[config.mk]
export PLATFORM = sky130hd
export DESIGN_NAME = distributive_verification
export DESIGN_NICKNAME = d
export VERILOG_FILES = /design/src/rtl/distributive_verification.sv
export SDC_FILE = /design/constraint.sdc
export NUM_CORES = 1
export LEC_CHECK = 0
export ABC_AREA = 1
export CAP_MARGIN = 20
export CORE_MARGIN = 2
export CORE_UTILIZATION = 43
export CTS_BUF_LIST = sky130_fd_sc_hd__clkbuf_2
export DETAILED_ROUTE_END_ITERATION = 8
export PLACE_DENSITY = 0.71
export SYNTH_ARGS = -nofsm -noshare
export SYNTH_HDL_FRONTEND = slang
export SYNTH_SLANG_ARGS = --single-unit
[constraint.sdc]
create_clock -name clk -period 9.8 [get_ports clk]
set_input_delay 1.96 -clock clk [delete_from_list [all_inputs] [get_ports clk]]
set_output_delay 1.96 -clock clk [all_outputs]
set_load 0.1 [all_outputs]
[src/rtl/distributive_verification.sv]
// Cross-checks the distributive law a*(b+c) == a*b + a*c using two independent
// structural datapaths, registering both results and their equality flag.

module ripple_adder #(
    parameter int WIDTH = 4
) (
    input  logic [WIDTH-1:0] a,
    input  logic [WIDTH-1:0] b,
    output logic [WIDTH-1:0] sum
);
    logic [WIDTH-1:0] carry;

    assign carry[0] = 1'b0;

    // Full-adder chain; the carry out of the top bit is never needed because
    // callers size WIDTH so that the true sum always fits.
    for (genvar i = 0; i < WIDTH; i++) begin : g_bit
        assign sum[i] = a[i] ^ b[i] ^ carry[i];
        if (i < WIDTH - 1) begin : g_carry
            assign carry[i+1] = (a[i] & b[i]) | (carry[i] & (a[i] ^ b[i]));
        end
    end
endmodule

module shift_add_multiplier #(
    parameter int AW = 4,
    parameter int BW = 4
) (
    input  logic [AW-1:0]    a,
    input  logic [BW-1:0]    b,
    output logic [AW+BW-1:0] product
);
    localparam int PW = AW + BW;

    logic [PW-1:0] partial [BW];
    logic [PW-1:0] acc     [BW];

    // AND-array partial products, each shifted to its bit weight.
    for (genvar i = 0; i < BW; i++) begin : g_pp
        assign partial[i] = {{BW{1'b0}}, (a & {AW{b[i]}})} << i;
    end

    assign acc[0] = partial[0];

    for (genvar i = 1; i < BW; i++) begin : g_acc
        ripple_adder #(.WIDTH(PW)) u_add (
            .a   (acc[i-1]),
            .b   (partial[i]),
            .sum (acc[i])
        );
    end

    assign product = acc[BW-1];
endmodule

module distributive_verification (
    input  logic       clk,
    input  logic       rst,
    input  logic [3:0] in1,
    input  logic [3:0] in2,
    input  logic [3:0] in3,
    output logic [8:0] op1,
    output logic [8:0] op2,
    output logic       Z
);
    logic [4:0] sum_bc;
    logic [8:0] factored;
    logic [7:0] prod_ab;
    logic [7:0] prod_ac;
    logic [8:0] expanded;
    logic       equal;

    // Factored form: a * (b + c)
    ripple_adder #(.WIDTH(5)) u_sum_bc (
        .a   ({1'b0, in2}),
        .b   ({1'b0, in3}),
        .sum (sum_bc)
    );

    shift_add_multiplier #(.AW(4), .BW(5)) u_mul_factored (
        .a       (in1),
        .b       (sum_bc),
        .product (factored)
    );

    // Expanded form: a*b + a*c, on its own multipliers and adder
    shift_add_multiplier #(.AW(4), .BW(4)) u_mul_ab (
        .a       (in1),
        .b       (in2),
        .product (prod_ab)
    );

    shift_add_multiplier #(.AW(4), .BW(4)) u_mul_ac (
        .a       (in1),
        .b       (in3),
        .product (prod_ac)
    );

    ripple_adder #(.WIDTH(9)) u_sum_expanded (
        .a   ({1'b0, prod_ab}),
        .b   ({1'b0, prod_ac}),
        .sum (expanded)
    );

    assign equal = (factored == expanded);

    always_ff @(posedge clk) begin
        if (rst) begin
            op1 <= 9'h000;
            op2 <= 9'h000;
            Z   <= 1'b0;
        end else begin
            op1 <= factored;
            op2 <= expanded;
            Z   <= equal;
        end
    end
endmodule

==> impl_summary.md, run 1 <==
Worst setup path
The number of stages on the worst setup path is 26. Among the stages of the critical path, the cell type that occurs most often is sky130_fd_sc_hd__fa_1. The delay of the slowest critical-path stage is 0.56 ns.

The worst setup path is captured at a flop. Data on the critical path arrives at its endpoint at 7.73 ns. The kind of start point of the critical path is a primary input. STA puts the critical path data required time at 10.05 ns. The critical-path maximum fanout is 5. The buffer and inverter count on the worst path is 10. The kind of cell adding the most delay to the critical path is adder cells. The kind of critical path is primary input to flop. For this design, the slowest cell found on the critical path is sky130_fd_sc_hd__clkdlybuf4s50_1.

Placed design
The cell count after placement is 343. The routability congestion estimate from global placement is 0.850. The HPWL after detailed placement is 3280 µm. The total cell area at the placement stage is 2430 µm². Port buffering added 32 buffers. The minimum setup slack after placement is 1.98 ns.

Clock network
The buffer type at the clock tree root is sky130_fd_sc_hd__clkbuf_2. The total setup buffers inserted after CTS is 0. The count of H-tree levels built during CTS is 1. The clock-pin transition on the worst setup and hold timing paths is 0.15 ns.

For this design, the CTS-stage hold fixing added 0 buffers. TritonCTS built the clock tree. The tree built by TritonCTS fans out to 19 sinks. The largest buffer count on any clock path is 2. Gates resized during post-CTS repair numbered 0.

The TritonCTS buffer count is 3.

Synthesis
The number of library cell types mapped by synthesis is 16. By area the synthesized netlist is led by sky130_fd_sc_hd__fa_1, sky130_fd_sc_hd__dfxtp_1, sky130_fd_sc_hd__inv_1, sky130_fd_sc_hd__nand2_1, sky130_fd_sc_hd__ha_1. The dominant cell type by area after synthesis is sky130_fd_sc_hd__fa_1.

The synthesized design contains 19 register bits. Each instance of the synthesized netlist takes up on average 7.90 µm². The share of the Yosys chip area taken by registers is 18.3%. The synthesized instance count is 263. The post-synth design cell area is 2080 µm². The net count after synthesis is 329. The share of the synthesized area in the top cell type is 35.6%. The Yosys warning count is 0.

Power and ir drop
Net switching is 56.0% of the power. Summing internal, switching and leakage power gives 0.543 mW. The internal portion of the total power is 0.239 mW.

For this design the static power due to leakage is 1.39 nW. The share of total power in sequential cells is 18.7%. Of the total power, the clock network draws 5.9%. In this run, the combinational gates consume 75.5% of the power. The worst-case IR drop observed on VDD is 0.129 mV. The power density over the cells is 222 nW/µm².

The net switching power is 0.304 mW.

Timing
The share of the clock period used by the worst path after layout is 76.3%. Setup violations remaining at the end of the flow were counted as 0. The final sum of negative setup slack is 0 ns. The number of failing hold endpoints at the final stage is 0. Headroom to the max-slew limit came out at 34.8%. Setup slack on the critical path of the routed design comes to 2.32 ns.

The number of pins exceeding their max-slew limit in the final report is 0. Subtracting the final worst setup slack from the clock period gives 7.48 ns. The achievable clock frequency is 134 MHz. For the pin with the worst max-slew slack, the measured transition is 0.975 ns.

The tightest hold path in the finished design has a slack of 2.57 ns. Setup repair after global routing left no endpoint under its margin.

Floorplan
The die extent in y is 73.5 µm. The initial core utilization is 44.3%. 33 I/O pins were placed.

In this run the horizontal extent of the chip is 73.5 µm. The core footprint is 4690 µm². The die covers 5410 µm². After floorplanning, the core was divided into 25 placement rows.

Hold path
The worst hold path belongs to the class primary input to flop. The worst hold path passes through 3 cells.

Cells and area
The post-route core utilization is 52.2%. The ratio of cells with drive above 1 in the final layout is 2.73%. Compared with the post-synthesis result, the final layout area differs by 17.9%. The final layout contains 360 nets. The finished cells cover 2450 µm². The total of fill cells in the finished design is 455. The number of non-filler instances in the completed layout is 347.

The count of inserted antenna diode cells is 0.

Drt
Dividing the detail-routed wire length by the instance count gives 10.5 µm. The post-detailed-route via-to-cell ratio is 4.41. The detailed-routing iteration count for the pre-antenna-repair pass is 4.

The number of DRC markers after the initial detailed-route iteration is 21. Once detail routing completed, the nets flagged for antenna violations numbered 0. The wire length reported by the detailed router is 3630 µm. The via count is 1530.

The remaining design rule violation count is 0.

Global route
For this run, the total global-route usage over all layers was measured as 16.3%. The first-pass GRT wire length is 6860 µm. The remaining global-route overflow is 0.

Entering global routing, the biggest net connects 19 pins. The initial antenna violation count is 0. The via count of the first global-routing pass is 1671.

Status
The flow ran to the end, and the final reports show no timing, DRC or antenna violations.

Job
Max-cap violations in this run came to 0.
==> registers in the layout, summed over array words and instances (netlist names) <==
register / cells
op1: 9
op2: 9
Z: 1
==> metal layers <==
layer / routed length, µm / global-route usage (%) / part of all wire, %
met1: 1560 / 19.7 / 43
met2: 1910 / 31.4 / 53
met3: 142 / 2.06 / 3.9
met4: 20 / 1.82 / 0.55
met5: 0 / 0 / 0
==> power groups by stage <==
stage	clock, mW	combinational (mW)	sequential [mW]
6_report	0.0318	0.410	0.102
5_1_grt	0.0359	0.458	0.104
4_1_cts	0.0333	0.416	0.102
3_5_place_dp	0	0.415	0.104
3_3_place_gp	0	0.408	0.104
2_1_floorplan	0	0.180	0.251
==> cell type report <==
type / instances / area, µm² / share of cell area, %
inverters: 90 / 339 / 13.8
well taps: 54 / 67.6 / 2.76
clock buffers: 4 / 20.0 / 0.817
flip-flops and latches: 19 / 380 / 15.5
multi-input cells: 148 / 1320 / 54.0
repair buffers: 32 / 320 / 13.1
==> cell usage in the layout, fill, tap and decap left out <==
cell type,n
sky130_fd_sc_hd__nand2_2,1
sky130_fd_sc_hd__clkinv_2,1
sky130_fd_sc_hd__or2_2,1
sky130_fd_sc_hd__nand3_1,3
sky130_fd_sc_hd__xnor2_1,3
sky130_fd_sc_hd__xor2_1,1
sky130_fd_sc_hd__nand2_1,54
sky130_fd_sc_hd__clkbuf_2,4
sky130_fd_sc_hd__nor2_1,31
sky130_fd_sc_hd__ha_1,15
sky130_fd_sc_hd__or2_1,1
sky130_fd_sc_hd__clkdlybuf4s50_1,32
sky130_fd_sc_hd__dfxtp_1,19
sky130_fd_sc_hd__fa_1,37
sky130_fd_sc_hd__nor2_2,1
sky130_fd_sc_hd__inv_1,89
==> cell usage after synthesis <==
master,n
sky130_fd_sc_hd__inv_1,89
sky130_fd_sc_hd__nand2_1,54
sky130_fd_sc_hd__fa_1,37
sky130_fd_sc_hd__nor2_1,31
sky130_fd_sc_hd__dfxtp_1,19
sky130_fd_sc_hd__ha_1,15
sky130_fd_sc_hd__buf_2,5
sky130_fd_sc_hd__nand3_1,3
sky130_fd_sc_hd__xnor2_1,3
sky130_fd_sc_hd__buf_6,1
sky130_fd_sc_hd__clkinv_2,1
sky130_fd_sc_hd__nand2_2,1
sky130_fd_sc_hd__nor2_2,1
sky130_fd_sc_hd__or2_1,1
sky130_fd_sc_hd__or2_2,1
sky130_fd_sc_hd__xor2_1,1
==> tightest hold or removal path, stage by stage <==
cell                              delay (ns)
sky130_fd_sc_hd__clkdlybuf4s50_1        0.63
sky130_fd_sc_hd__nand2_1                0.20
sky130_fd_sc_hd__nor2_1                 0.05
==> logic make-up after synthesis <==
kind of cell	Yosys count	synth area share (%)
xor+xnor	4	1.69
fa+ha+maj	52	44.7
buf+inv	96	18.1
flops	19	18.3
simple gates	92	17.3
==> final timing paths <==
kind / start / endpoint / slack (ns)
max: in2[0] / Z / 2.32
min: in1[0] / op1[0] / 2.57
Power figures use the tool's default switching activity.
==> run 2: changes to the inputs <==
==> constraint.sdc (replaced) <==
create_clock -name clk -period 7.8 [get_ports clk]
set_input_delay 1.56 -clock clk [delete_from_list [all_inputs] [get_ports clk]]
set_output_delay 1.56 -clock clk [all_outputs]
set_load 0.1 [all_outputs]
==> run 2 against run 1 <==
Die area did not move. Flip-flop and latch count did not move. Design area rose by 0.92%. Combinational power is 26% higher. Highest routed layer unchanged.
==> impl_summary.md, run 2 (synthesis results as in run 1) <==
Timing
The setup slack after layout is 0.617 ns (-1.71 ns). The number of failing hold endpoints at the final stage is 0 (unchanged). The number of pins exceeding their max-slew limit in the final report is 0 (unchanged). The number of endpoints failing setup at the final stage came to 0 (unchanged). The final sum of negative setup slack was 0 ns (unchanged). The normalized max-slew margin is 34.7% (-0.16 points).

Setup repair after global routing left no endpoint under its margin. The transition time at the pin with the least slew margin is 0.977 ns (+0.00233 ns). The achievable clock frequency is 139 MHz. The shortest period the worst path allows is 7.18 ns. The final worst hold slack is 2.02 ns (-0.552 ns). Of the available clock period, the critical path in the final layout requires 92.1%.

Cells and area
The most common cell after layout, fill and taps aside is sky130_fd_sc_hd__inv_1. In the final layout, the registers with the most flip-flops are op1: 9 flops, op2: 9 flops, Z: 1 flops. The count of inserted antenna diode cells is 0 (unchanged).

The top cell types in the final layout, fill and taps aside, are sky130_fd_sc_hd__inv_1, sky130_fd_sc_hd__nand2_1, sky130_fd_sc_hd__fa_1. The ratio of cells with drive above 1 in the final layout was 3.72% (+0.99 points). From synthesis to final layout, the design area changed by 19.0%. The total of fill cells in the finished design is 466 (+2.4%). The number of nets in the finished design is 363 (+0.83%).

Drt
The wire length reported by the detailed router was 3610 µm (-0.44%). The remaining design rule violation count was 0 (unchanged). The post-detailed-route via-to-cell ratio is 4.31 (-2.3%). The number of DRC markers after the initial detailed-route iteration came to 26 (+24%).

The detailed-routing iteration count for the pre-antenna-repair pass is 4 (unchanged). The average wire per standard cell is 10.3 µm (-1.3%). The remaining antenna violation count is 0 (unchanged).

The via count is 1507 (-1.5%).

Floorplan
The initial core utilization was 44.3% (unchanged). The number of I/O pins was 33 (unchanged). The width of the die is 73.5 µm (unchanged).

The number of placement rows came to 25 (unchanged). The die extent in y was 73.5 µm (unchanged). The core footprint is 4690 µm² (unchanged). The die area was 5410 µm² (unchanged).

Power and ir drop
The clock network fraction of design power is 5.7% (-0.2 points). The overall power after layout is 0.684 mW (+26%). The switching power share of the total is 55.8% (-0.13 points). The net switching power is 0.382 mW (+26%).

The power density over the cells is 277 nW/µm² (+25%). The share of total power in sequential cells is 18.6% (about the same). The internal power contribution came to 0.302 mW (+26%). The cell leakage power is 1.41 nW (+1.0%). The peak supply drop is 0.159 mV (+23%). The proportion of power drawn by combinational gates was 75.7% (+0.2 points).

Status
The run finished with clean final reports.

Clock network
The number of sinks on the clock net is 19 (unchanged). The largest buffer count on any clock path is 2 (unchanged). The total setup buffers inserted after CTS is 0 (unchanged). The count of hold-fix buffers inserted at cts is 0 (unchanged).

The TritonCTS clock tree is built. The number of gates given a new drive strength after cts is 0 (unchanged). The TritonCTS buffer count was 3 (unchanged).

The root buffer cell chosen for the clock tree is sky130_fd_sc_hd__clkbuf_2. The count of H-tree levels built during CTS is 1 (unchanged). The clock-pin transition on the worst setup and hold timing paths was 0.15 ns (about the same).

Worst setup path
The number of stages on the worst setup path is 28 (+7.7%). The required time at the endpoint of the critical path was 8.04 ns (-2.01 ns). STA classifies the critical path startpoint as a primary input.

The worst setup path is captured at a flop. The buffer and inverter count on the worst path is 10 (unchanged). The slowest library cell on the worst path is sky130_fd_sc_hd__clkdlybuf4s50_1. The kind of critical path is primary input to flop.

The critical-path maximum fanout came to 5 (unchanged). The critical path data arrival time is 7.43 ns (-0.30 ns). The kind of cell adding the most delay to the critical path is adder cells. The cell that appears most often on the critical path is sky130_fd_sc_hd__fa_1. The delay of the slowest critical-path stage is 0.57 ns (about the same).

Placed design
The routability congestion estimate from global placement came to 0.850 (about the same). The HPWL after detailed placement came to 3220 µm (-1.7%). The number of port buffers is 32 (unchanged). The minimum setup slack after placement was 0.327 ns (-1.66 ns).

Global route
The initial antenna violation count is 0 (unchanged). The first-pass GRT wire length came to 6470 µm (-5.6%). The total routing usage reported by global routing is 15.3% (-1.0 points). The via count of the first global-routing pass was 1571 (-6.0%). The remaining global-route overflow is 0 (unchanged). The pin count of the biggest net entering global routing was 19 (unchanged).

Hold path
The cell depth of the worst hold path is 4 (+1). The end point of the most critical hold path is op1[0]. The worst hold path begins at in1[0]. The path category of the worst min-delay check is primary input to flop.

Job
The number of max-capacitance violations reported is 0 (unchanged).
run 2: cell types whose count changed in the layout (fill, tap and decap cells not counted), sizes merged:
cell	delta
buf	+3
run 2: power groups by stage:
stage | combinational, mW | clock, mW | sequential [mW]
after floorplan | 0.226 | 0 | 0.315
after global placement | 0.514 | 0 | 0.130
after global routing | 0.571 | 0.0441 | 0.130
final | 0.518 | 0.0389 | 0.127
after CTS | 0.522 | 0.0402 | 0.128
after detailed placement | 0.521 | 0 | 0.130
run 2: layout make-up:
class | instances | area [µm²] | area share (%)
multi-input combinational | 148 | 1320 | 53.5
sequential | 19 | 380 | 15.4
timing repair buffer | 35 | 343 | 13.9
inverter | 90 | 339 | 13.7
tap | 54 | 67.6 | 2.73
clock buffer | 4 | 20.0 | 0.810
run 2: how the worst max path moves through the flow:
stage                     slack (ns)  endpoint   start
final                           0.62         Z  in2[0]
after global routing            0.26         Z  in2[0]
after CTS                       0.65         Z  in2[0]
after detailed placement        0.33         Z  in2[0]
after global placement          0.45         Z  in3[0]
after floorplan                 1.17         Z  in2[0]
run 2: metal layers:
metal / global-route usage (%) / share of wire (%) / vias up
li1: - / - / 777
met1: 18.5 / 44 / 695
met2: 29.5 / 52 / 30
met3: 1.92 / 2.9 / 5
met4: 1.62 / 0.64 / 0
met5: 0 / 0 / -
run 2: through the flow:
| step | instances | cell area, µm² | util [%] |
|---|---|---|---|
| floorplan | 263 | 2080 | - |
| global placement | 346 | 2450 | 52.3 |
| detailed placement | 346 | 2450 | 52.3 |
| CTS | 350 | 2470 | 52.7 |
| global route | 350 | 2470 | 52.7 |
| finish | 350 | 2470 | 52.7 |
